--- config.mk ---
export PLATFORM = sky130hd
export DESIGN_NAME = gray_fifo_writer
export DESIGN_NICKNAME = d
export VERILOG_FILES = /design/src/rtl/gray_fifo_writer.sv
export SDC_FILE = /design/constraint.sdc
export NUM_CORES = 1
export LEC_CHECK = 0
export CAP_MARGIN = 5
export CELL_PAD_IN_SITES_DETAIL_PLACEMENT = 0
export CELL_PAD_IN_SITES_GLOBAL_PLACEMENT = 1
export CORE_MARGIN = 5
export CORE_UTILIZATION = 37
export CTS_CLUSTER_SIZE = 24
export DETAILED_ROUTE_END_ITERATION = 6
export GPL_TIMING_DRIVEN = 0
export PLACE_DENSITY = 0.72
export SLEW_MARGIN = 20
export SYNTH_ARGS = -nofsm -noshare
export SYNTH_HDL_FRONTEND = slang
export SYNTH_SLANG_ARGS = --single-unit
--- constraint.sdc ---
create_clock -name clk -period 2.2 [get_ports clk]
set_input_delay 0.44 -clock clk [delete_from_list [all_inputs] [get_ports clk]]
set_output_delay 0.44 -clock clk [all_outputs]
set_load 0.05 [all_outputs]
--- src/rtl/gray_fifo_writer.sv ---
// Camera-side writer for the 8-bit grayscale pixel FIFO.
// Every frame that is started always produces exactly H*W writes, so the
// downstream reader can find frame boundaries by counting bytes. A frame
// damaged by FIFO back-pressure or by an early start-of-frame is padded out
// with PAD_VALUE, and the event is recorded in a saturating error counter.
module gray_fifo_writer #(
  parameter int         H         = 640,
  parameter int         W         = 480,
  parameter logic [7:0] PAD_VALUE = 8'h00
) (
  input  logic        clk,
  input  logic        rst_n,
  input  logic        sof_i,
  input  logic        pix_valid_i,
  input  logic [7:0]  gray8_i,
  input  logic        fifo_full_i,
  output logic        fifo_wen_o,
  output logic [7:0]  fifo_wdata_o,
  output logic        frame_done_o,
  output logic        busy_o,
  output logic [15:0] err_frames_o,
  input  logic        clr_err_i
);

  localparam int                 CNT_W = $clog2(H * W);
  localparam logic [CNT_W-1:0]   LAST  = CNT_W'(H * W - 1);

  typedef enum logic [1:0] {
    S_WAIT_SOF = 2'd0,
    S_STREAM   = 2'd1,
    S_PAD      = 2'd2
  } state_t;

  state_t             r_state;
  logic [CNT_W-1:0]   r_cnt;
  logic               r_wen;
  logic [7:0]         r_wdata;
  logic               r_done;
  logic               r_busy;
  logic [15:0]        r_err;
  logic               w_err;
  logic               w_last;

  // Error counter saturates instead of wrapping.
  function automatic logic [15:0] sat_inc(input logic [15:0] v);
    return (v == 16'hFFFF) ? v : v + 16'd1;
  endfunction

  // One error per damaged frame: SOF lost to a full FIFO while idle, or the
  // STREAM->PAD transition (full and early SOF together still count once).
  assign w_err  = pix_valid_i &&
                  (((r_state == S_WAIT_SOF) && sof_i && fifo_full_i) ||
                   ((r_state == S_STREAM) && (fifo_full_i || sof_i)));
  assign w_last = (r_cnt == LAST);

  // Frame FSM with registered write port, done pulse and busy flag.
  always_ff @(posedge clk or negedge rst_n) begin
    if (!rst_n) begin
      r_state <= S_WAIT_SOF;
      r_cnt   <= '0;
      r_wen   <= 1'b0;
      r_wdata <= 8'h00;
      r_done  <= 1'b0;
      r_busy  <= 1'b0;
    end else begin
      r_wen  <= 1'b0;
      r_done <= 1'b0;
      case (r_state)
        S_WAIT_SOF: begin
          if (pix_valid_i && sof_i && !fifo_full_i) begin
            r_wen   <= 1'b1;
            r_wdata <= gray8_i;
            r_cnt   <= CNT_W'(1);
            r_state <= S_STREAM;
            r_busy  <= 1'b1;
          end
        end
        S_STREAM: begin
          if (pix_valid_i) begin
            if (fifo_full_i || sof_i) begin
              // Offending pixel is dropped; the rest of the frame is padded.
              r_state <= S_PAD;
            end else begin
              r_wen   <= 1'b1;
              r_wdata <= gray8_i;
              if (w_last) begin
                r_done  <= 1'b1;
                r_cnt   <= '0;
                r_state <= S_WAIT_SOF;
                r_busy  <= 1'b0;
              end else begin
                r_cnt <= r_cnt + CNT_W'(1);
              end
            end
          end
        end
        S_PAD: begin
          if (!fifo_full_i) begin
            r_wen   <= 1'b1;
            r_wdata <= PAD_VALUE;
            if (w_last) begin
              r_done  <= 1'b1;
              r_cnt   <= '0;
              r_state <= S_WAIT_SOF;
              r_busy  <= 1'b0;
            end else begin
              r_cnt <= r_cnt + CNT_W'(1);
            end
          end
        end
        default: begin
          r_state <= S_WAIT_SOF;
          r_cnt   <= '0;
          r_busy  <= 1'b0;
        end
      endcase
    end
  end

  // Damaged-frame counter; a clear wins over a coincident increment.
  always_ff @(posedge clk or negedge rst_n) begin
    if (!rst_n) begin
      r_err <= 16'h0000;
    end else if (clr_err_i) begin
      r_err <= 16'h0000;
    end else if (w_err) begin
      r_err <= sat_inc(r_err);
    end
  end

  assign fifo_wen_o   = r_wen;
  assign fifo_wdata_o = r_wdata;
  assign frame_done_o = r_done;
  assign busy_o       = r_busy;
  assign err_frames_o = r_err;

endmodule

Yosys cells after proc, flatten, opt, wreduce, memory -nomap -nowiden
Cells that the tools add are included.
{ "classes": {"mux": 36, "eq_ne": 9, "reduce_logical": 16, "add_sub_neg": 2} }
{ "op_table": {"columns": ["op", "n"], "rows": [
  ["$mux 19", 5],
  ["$pmux 19 s3", 1],
  ["$mux 16", 3],
  ["$mux 8", 4],
  ["$pmux 8 s3", 1],
  ["$add 19x1->19 const B", 1],
  ["$eq 19x19->1 const B", 1],
  ["$add 16x1->16 const B", 1],
  ["$eq 16x16->1 const B", 1],
  ["$mux 1", 13],
  ["$mux 2", 5],
  ["$ne 2x2->1 const B", 4],
  ["$logic_and 1x1->1", 6],
  ["$pmux 1 s3", 2],
  ["$pmux 2 s3", 1],
  ["$reduce_and 5->1", 1],
  ["$reduce_and 4->1", 1],
  ["$reduce_and 3->1", 1],
  ["$reduce_bool 3->1", 1],
  ["$eq 2x1->1 const B", 1],
  ["$eq 2x2->1 const B", 1],
  ["$logic_not 2->1", 1],
  ["$logic_or 1x1->1", 2],
  ["$ne 2x1->1 const B", 1],
  ["other kinds (4)", 4]
]} }
{ "word_totals": {"in_bits": 14, "regBits": 48, "output_inout_bits": 27} }

Logic depth before layout (Yosys ltp)
Gate-level depths: netlist of the first run.
{ "depth": {"depth_word": 7, "mapped_depth": 9, "mapped_depth_nobuf": 7} }

Worst setup path after synthesis of the first run
Ideal clock, no wire load.
{ "synth_path": {"path_kind": "register to register", "start": "register r_err[0], in the netlist err_frames_o[0]", "end": "register r_err[13], in the netlist err_frames_o[13]", "period_less_slack_ns": 2.370, "path_stages_with_launch": 9, "required_ns": 2.072, "path_slack_ns": -0.170, "arrival_time_ns": 2.243, "setup_time_ns": 0.128, "path_cell_list": "dfrtp_1 > ha_1 > and4_1 > clkbuf_2 > nand4_1 > nor3_2 > buf_2 > nor4_1 > mux2_1"} }
{ "synth_between": {"elab_chain_cells": 4} }
{ "synth_rtl": {"columns": ["element", "line_no", "text"], "rows": [
  ["from (decl)", "40", "logic [15:0] r_err;"],
  ["from (signal assigned)", "127", "r_err <= sat_inc(r_err);"],
  ["$add 16x1->16", "46", "return (v == 16'hFFFF) ? v : v + 16'd1;"],
  ["$mux 16", "46", null],
  ["$mux 16", "126", "end else if (w_err) begin"],
  ["$mux 16", "124", "end else if (clr_err_i) begin"]
]} }
Parallel ways exist; a longest one is shown, timed or not. The select of a mux whose other input is x is not followed.
A chain may end at the register's enable or synchronous reset.

Final worst setup path of the first run
{ "layout_path": {"start": "register r_state[0]", "end": "register r_cnt[3]"} }
{ "layout_between": {"elab_chain_cells": 3} }
{ "layout_rtl": {"columns": ["element", "line_no", "text"], "rows": [
  ["from (decl)", "34", "state_t r_state;"],
  ["from (signal assigned)", "59", "r_state <= S_WAIT_SOF;"],
  ["from (signal assigned)", "74", "r_state <= S_STREAM;"],
  ["from (signal assigned)", "82", "r_state <= S_PAD;"],
  ["$eq 2x1->1, or another cell as far along", "68", "case (r_state)"],
  ["$ne 2x2->1 (no source line) or $ne 2x1->1 (tied branches)", null, null],
  ["$reduce_and 4->1 (no source line)", null, null],
  ["to (signal assigned)", "92", "r_cnt <= r_cnt + CNT_W'(1);"],
  ["to (signal assigned)", "107", "r_cnt <= r_cnt + CNT_W'(1);"],
  ["to (decl)", "35", "logic [CNT_W-1:0] r_cnt;"]
]} }
Parallel ways exist; a longest one is shown, timed or not.

==> run summary, run 1 <==
status = complete, no violations
DP Worst Slack = -0.638 ns
Startpoint Class = flip-flop
Vias = 2615
post-synth top area cell = dfrtp_1
final core utilization = 0.511
Post-Synthesis Cells = 318
Die Ht = 97.2 um
skew final = 0.00686 ns
DIE WIDTH = 97.2 um
first-pass GRT wire length = 12200 um
ANT nets after route = 0
VDD IR max = 0.000349 V
Synth top area share = 0.427
vias in the first global route = 2444
layout cell share with drive strength beyond 1 = 0.192
most used cell, CP = buf_6
DP Area = 0.00334 mm^2
Mean Syn Cell Area = 8.85 um^2
sequential element share of the synthesized area = 0.427
total nets after synthesis = 339
FILL cells = 686
initial antenna violation count = 0
mapped cell area = 0.00282 mm^2
CTS Sinks = 48
crit path cell chain = inv_2 -> ha_4 -> buf_6 -> or3_4 -> o311ai_4 -> o211ai_4 -> buf_6 -> or3_1 -> o21ai_1
Setup crit end kind = flip-flop
Worst path max stage delay = 0.42 ns
CP max FO = 5
Hold Crit Class = input port to asynchronous set/reset pin
Via density = 5.46
measured slew at the worst slew-check pin = 0.687 ns
Reg2Reg Depth = 9
Synth Flop Type = dfrtp_1
slowest stage cell, crit path = dfrtp_2
Initial Utilization = 0.384
port bufs = 39
DRT iter0 DRCs = 128
fin area = 0.00375 mm^2
final net count = 400
Slew Viols, Final = 0
commonest non-fill, non-tap cell in the layout = dfrtp_1
Arrival @ worst endpoint = 2.42 ns
Post-synth EDFFs = 0
P&R area growth vs syn = 33.2%
# diodes = 0
worst-skew pair later-pin latency = 0.30 ns
final count of hold timing violations = 0
Cell Pwr Density = 1080 mW/mm^2
DP HPWL = 4860 um
final cycle utilization of the critical path = 0.993
YS warnings = 0
largest net degree at the start of global routing = 49
Pleak = 1.50 nW
routed wire length = 7380 um
Clock transition at path regs = 0.10 ns
H-tree lvl count = 2
I/O Pins = 41
Max-Cap Viols = 0
row count = 31
Area contributors post-synth = dfrtp_1 43%, a21oi_1 4.8%, o21ai_0 4.6%, nand2_1 3.7%, or3_1 3.6%
final setup margin = 0.0155 ns
core area = 0.00733 mm^2
synthesized flop and latch total = 48
RD Place Congestion = 0.802
Setup Viol. Count Final = 0
asr flop ratio synth = 1.00
reg2reg start = r_state[0]$_DFFE_PN0P_
TritonCTS buffer count = 5
Slew HR = 0.539
# hold bufs at CTS = 0
die area = 0.00945 mm^2
WS Path Type = flip-flop to flip-flop
Critical Path RT = 2.43 ns
global route total overflow = 0
Pre-antenna DRT Iters = 4
clock buffer depth = 2
R2R Setup Slk = 0.02 ns
CTS tree = built
Tmin final = 2.18 ns
gr usage total = 0.153
Peak Freq = 0.458 GHz
most frequent cells in the layout = 45 x dfrtp_1, 36 x clkdlybuf4s50_1, 28 x nand2_1, 24 x a21oi_1, 19 x o21ai_0
capturing point of the worst reg2reg path = r_cnt[3]$_DFFE_PN0P_
# DRC = 0
RSZ-0062 raised after global routing = yes
Cell variety after synth = 50
wire per inst = 15.4 um
root buffer cell = clkbuf_8
cells in the mapped netlist (2+ instances only):
cell type and number:
a21oi_1 27, a31oi_1 4, and2_1 3, and3_1 5, and4_1 5, buf_2 2
buf_6 4, clkbuf_1 7, dfrtp_1 48, ha_1 7, inv_1 20, mux2_2 2
nand2_1 28, nand2b_1 13, nand3_1 15, nand4_1 10, nor2_1 13, nor2b_1 5
nor3_1 3, nor4_1 3, nor4b_1 2, o21ai_0 26, o21ai_1 6, o31ai_1 11
or3_1 16, or4_1 9
power by group:
group          switching, mW  internal, mW  total [mW]
clock network          0.312         0.252       0.564
registers             0.0887          1.02        1.11
logic                   1.34          1.03        2.37
total                   1.74          2.31        4.05
repair_timing:
action / 4_1_cts / 5_1_grt
buffers inserted: 13 / 3
gates resized for setup: 27 / 31
pin swaps: 16 / 11
setup endpoints to repair: 43 / 41
gates cloned: 1 / 1
through the flow:
step | TNS (ns) | total power [mW] | hold slack (ns) | std cells
after floorplan | 0 | 2.40 | 0.144 | 318
after global placement | -58.66 | 2.95 | 0.463 | 456
after detailed placement | -19.90 | 2.95 | 0.470 | 456
after CTS | -0.222 | 3.89 | 0.175 | 477
after global routing | -0.349 | 4.32 | 0.208 | 479
final | 0 | 4.05 | 0.153 | 479
critical path: cells and delay by family (launching register included):
| kind | cells | cell delay, ns |
|---|---|---|
| buffers and inverters | 3 | 0.35 |
| flip-flops | 1 | 0.42 |
| AO/OA/AOI/OAI | 3 | 0.41 |
| adder cells (fa/ha/maj) | 1 | 0.18 |
| AND/OR/NAND/NOR | 2 | 0.76 |
per-layer routing:
| layer | vias up | GRT usage | share of wire |
|---|---|---|---|
| met3 | 8 | 0.0345 | 0.038 |
| met2 | 47 | 0.243 | 0.46 |
| met1 | 1279 | 0.212 | 0.49 |
| met4 | 0 | 0.0351 | 0.0096 |
| met5 | - | 0 | 0 |
| li1 | 1281 | - | - |
area by class of cell:
cell class	count	area (um^2)	area share
multi-input cells	234	1590	0.425
flip-flops and latches	48	1200	0.321
repair buffers	57	558	0.149
well taps	99	124	0.0330
plain buffers	13	101	0.0270
clock buffers	6	82.6	0.0220
inverters	20	75.1	0.0200
clock inverters	2	10.0	0.00267
sequential cells by signal, summed over array words and instances (netlist names):
signal / cells
frame_done_o: 1
busy_o: 1
r_state: 2
fifo_wdata_o: 8
err_frames_o: 16
r_cnt: 19
fifo_wen_o: 1
worst max path at each step:
stage,start,end,slack (ns),depth (start not counted)
CTS,r_state[0]$_DFFE_PN0P_,r_cnt[18]$_DFFE_PN0P_,-0.04,9
global placement,rst_n,err_frames_o[1]$_DFFE_PN0P_,-1.01,1
global route,r_state[0]$_DFFE_PN0P_,r_cnt[3]$_DFFE_PN0P_,-0.06,9
finish,r_state[0]$_DFFE_PN0P_,r_cnt[3]$_DFFE_PN0P_,0.02,9
detailed placement,pix_valid_i,r_cnt[14]$_DFFE_PN0P_,-0.64,7
floorplan,r_state[0]$_DFFE_PN0P_,r_cnt[14]$_DFFE_PN0P_,0.002,9
kinds of logic (layout without fill, tap and decap cells):
group           Yosys count  count (layout)  synth area share
simple gates            136             136             0.276
compound gates           88              88             0.193
flops                    48              48             0.427
buf+inv                  36              98            0.0613
fa+ha+maj                 7               7            0.0311
mux                       3               3            0.0120
Note: power is estimated with default switching activity, not from simulation.
==> inputs of run 2 (changes only) <==
--- a/config.mk
+++ b/config.mk
@@ -5,15 +5,16 @@
 export SDC_FILE = /design/constraint.sdc
 export NUM_CORES = 1
 export LEC_CHECK = 0
+export ABC_AREA = 1
 export CAP_MARGIN = 5
 export CELL_PAD_IN_SITES_DETAIL_PLACEMENT = 0
 export CELL_PAD_IN_SITES_GLOBAL_PLACEMENT = 1
 export CORE_MARGIN = 5
-export CORE_UTILIZATION = 37
+export CORE_UTILIZATION = 36
 export CTS_CLUSTER_SIZE = 24
 export DETAILED_ROUTE_END_ITERATION = 6
 export GPL_TIMING_DRIVEN = 0
-export PLACE_DENSITY = 0.72
+export PLACE_DENSITY = 0.73
 export SLEW_MARGIN = 20
 export SYNTH_ARGS = -nofsm -noshare
 export SYNTH_HDL_FRONTEND = slang
==> run summary, run 2 <==
Synth top area share = 0.401
Startpoint Class = flip-flop
final cycle utilization of the critical path = 0.950
CP max FO = 7
final core utilization = 0.451
largest reg by FF count = r_cnt
Arrival @ worst endpoint = 1.65 ns
count leader, synth = nand2_1
mapped cell area = 0.00300 mm^2
Commonest cells post-synth = 130 x nand2_1, 60 x nor2_1, 48 x dfrtp_1
Vias = 2827
ANT nets after route = 0
DIE WIDTH = 101 um
# DRC = 0
Post-Synthesis Cells = 427
first-pass GRT wire length = 13100 um
RD Place Congestion = 0.844
layout cell share with drive strength beyond 1 = 0.0716
largest net degree at the start of global routing = 49
wire per inst = 13.4 um
H-tree lvl count = 2
row count = 33
Initial Utilization = 0.366
fin area = 0.00369 mm^2
Tmin final = 2.09 ns
vias in the first global route = 2691
post-synth top area cell = dfrtp_1
Clock transition at path regs = 0.10 ns
Slew HR = 0.569
Die Ht = 101 um
core area = 0.00818 mm^2
gr usage total = 0.158
DRT iter0 DRCs = 135
VDD IR max = 0.000814 V
crit path cell chain = clkdlybuf4s50_1
synthesized flop and latch total = 48
Via density = 4.87
status = complete, no violations
Pleak = 1.67 nW
asr flop ratio synth = 1.00
DP Area = 0.00351 mm^2
Mean Syn Cell Area = 7.01 um^2
setup TNS = 0 ns
max reg flops = 19
Setup crit end kind = primary output
Synth Flop Type = dfrtp_1
Post-synth EDFFs = 0
final count of hold timing violations = 0
CTS Sinks = 48
R2R Setup Slk = 0.19 ns
top cell family by delay on the critical path = buffers and inverters
initial antenna violation count = 0
Hold Crit Class = input port to asynchronous set/reset pin
placed insts = 571
I/O Pins = 41
root buffer cell = clkbuf_8
worst-skew pair later-pin latency = 0.31 ns
Pre-antenna DRT Iters = 5
skew final = 0.0126 ns
YS warnings = 0
sequential element share of the synthesized area = 0.401
Power, Total = 3.31 mW
slowest stage cell, crit path = clkdlybuf4s50_1
measured slew at the worst slew-check pin = 0.646 ns
FILL cells = 877
Area contributors post-synth = dfrtp_1 40%, nand2_1 16%, nor2_1 7.5%, nand3_1 7.4%, inv_1 5.6%
worst path bufs/invs = 1
Cell variety after synth = 30
final net count = 495
Peak Freq = 0.478 GHz
RSZ-0062 raised after global routing = no
die area = 0.0102 mm^2
Critical Path RT = 1.76 ns
clock buffer depth = 2
Worst path max stage delay = 0.85 ns
Slew Viols, Final = 0
P&R area growth vs syn = 23.1%
CTS tree = built
Max-Cap Viols = 0
total nets after synthesis = 448
non-filler cells in the finished layout = 580
Cell Pwr Density = 898 mW/mm^2
most frequent cells in the layout = 129 x nand2_1, 60 x nor2_1, 47 x dfrtp_1, 45 x inv_1, 44 x nand3_1
commonest non-fill, non-tap cell in the layout = nand2_1
TritonCTS buffer count = 5
routed wire length = 7750 um
# diodes = 0
WS Path Type = flip-flop to primary output
port bufs = 39
global route total overflow = 0
Setup Viol. Count Final = 0
DP HPWL = 5720 um
-- run 2: changes by cell type in the layout (fill, tap and decap cells not counted), moves of 8 or more --
cell,change
nand3_1,+30
nand2_1,+101
nor2_1,+47
o31ai_1,-11
nand4_1,+8
buf_6,-8
nand2b_1,-11
or3_1,-14
o21ai_1,-11
inv_1,+27
buf_4,-10
a21oi_1,-20
-- run 2: routing by layer --
metal,up-vias,share of wire,track usage
met5,-,0,0
li1,1465,-,-
met4,0,0.0057,0.0266
met1,1308,0.47,0.211
met3,5,0.040,0.0289
met2,49,0.48,0.269
-- run 2: cells by family after synthesis --
group | Yosys count | synth area share
xor+xnor | 6 | 0.0175
simple gates | 270 | 0.398
fa+ha+maj | 7 | 0.0292
compound gates | 41 | 0.0777
buf+inv | 55 | 0.0764
flops | 48 | 0.401
-- run 2: final timing paths --
check	startpoint	end	depth (start not counted)
worst max-delay path	err_frames_o[10]$_DFFE_PN0P_	err_frames_o[10]	1
worst min-delay path	rst_n	err_frames_o[14]$_DFFE_PN0P_	1
worst max register to register	r_state[1]$_DFFE_PN0P_	r_cnt[4]$_DFFE_PN0P_	11
worst min register to register	fifo_wdata_o[5]$_DFFE_PN0P_	fifo_wdata_o[5]$_DFFE_PN0P_	2
max in group asynchronous	rst_n	r_state[1]$_DFFE_PN0P_	1
min in group clk	clr_err_i	err_frames_o[11]$_DFFE_PN0P_	4
-- run 2: timing repair --
| action | CTS | global route |
|---|---|---|
| setup endpoints to repair | 0 | 30 |
| gates resized for setup | 0 | 7 |
| setup buffers | 0 | 1 |
| hold buffers | 0 | 0 |
-- run 2: stage by stage --
stage	hold slack [ns]	worst slack (ns)
2_1_floorplan	0.144	0.235
3_5_place_dp	0.496	-0.140
4_1_cts	0.167	0.0920
5_1_grt	0.194	0.0261
6_report	0.148	0.110
3_3_place_gp	0.489	-0.896
-- run 2: cell type report --
type / count / area [um^2] / area share
buffer: 9 / 62.6 / 0.0170
clock buffer: 5 / 68.8 / 0.0187
sequential: 48 / 1200 / 0.326
inverter: 46 / 173 / 0.0468
timing repair buffer: 40 / 408 / 0.111
multi-input combinational: 324 / 1570 / 0.426
clock inverter: 3 / 68.8 / 0.0187
tap: 105 / 131 / 0.0356
-- run 2: power breakdown --
| part | internal, mW | leakage [nW] | switching, mW | total (mW) |
|---|---|---|---|---|
| combinational | 0.445 | 0.953 | 0.984 | 1.43 |
| clock | 0.458 | 0.0687 | 0.329 | 0.787 |
| sequential | 1.01 | 0.650 | 0.0869 | 1.09 |
| total | 1.91 | 1.67 | 1.40 | 3.31 |
==> inputs of run 3 (changes only) <==
--- a/config.mk
+++ b/config.mk
@@ -5,16 +5,16 @@
 export SDC_FILE = /design/constraint.sdc
 export NUM_CORES = 1
 export LEC_CHECK = 0
-export ABC_AREA = 1
+export ABC_AREA = 0
 export CAP_MARGIN = 5
 export CELL_PAD_IN_SITES_DETAIL_PLACEMENT = 0
 export CELL_PAD_IN_SITES_GLOBAL_PLACEMENT = 1
 export CORE_MARGIN = 5
-export CORE_UTILIZATION = 36
+export CORE_UTILIZATION = 37
 export CTS_CLUSTER_SIZE = 24
 export DETAILED_ROUTE_END_ITERATION = 6
 export GPL_TIMING_DRIVEN = 0
-export PLACE_DENSITY = 0.73
+export PLACE_DENSITY = 0.72
 export SLEW_MARGIN = 20
 export SYNTH_ARGS = -nofsm -noshare
 export SYNTH_HDL_FRONTEND = slang
==> results of run 3 <==
No change in the layout: final DEF, timing and power equal those of run 1.
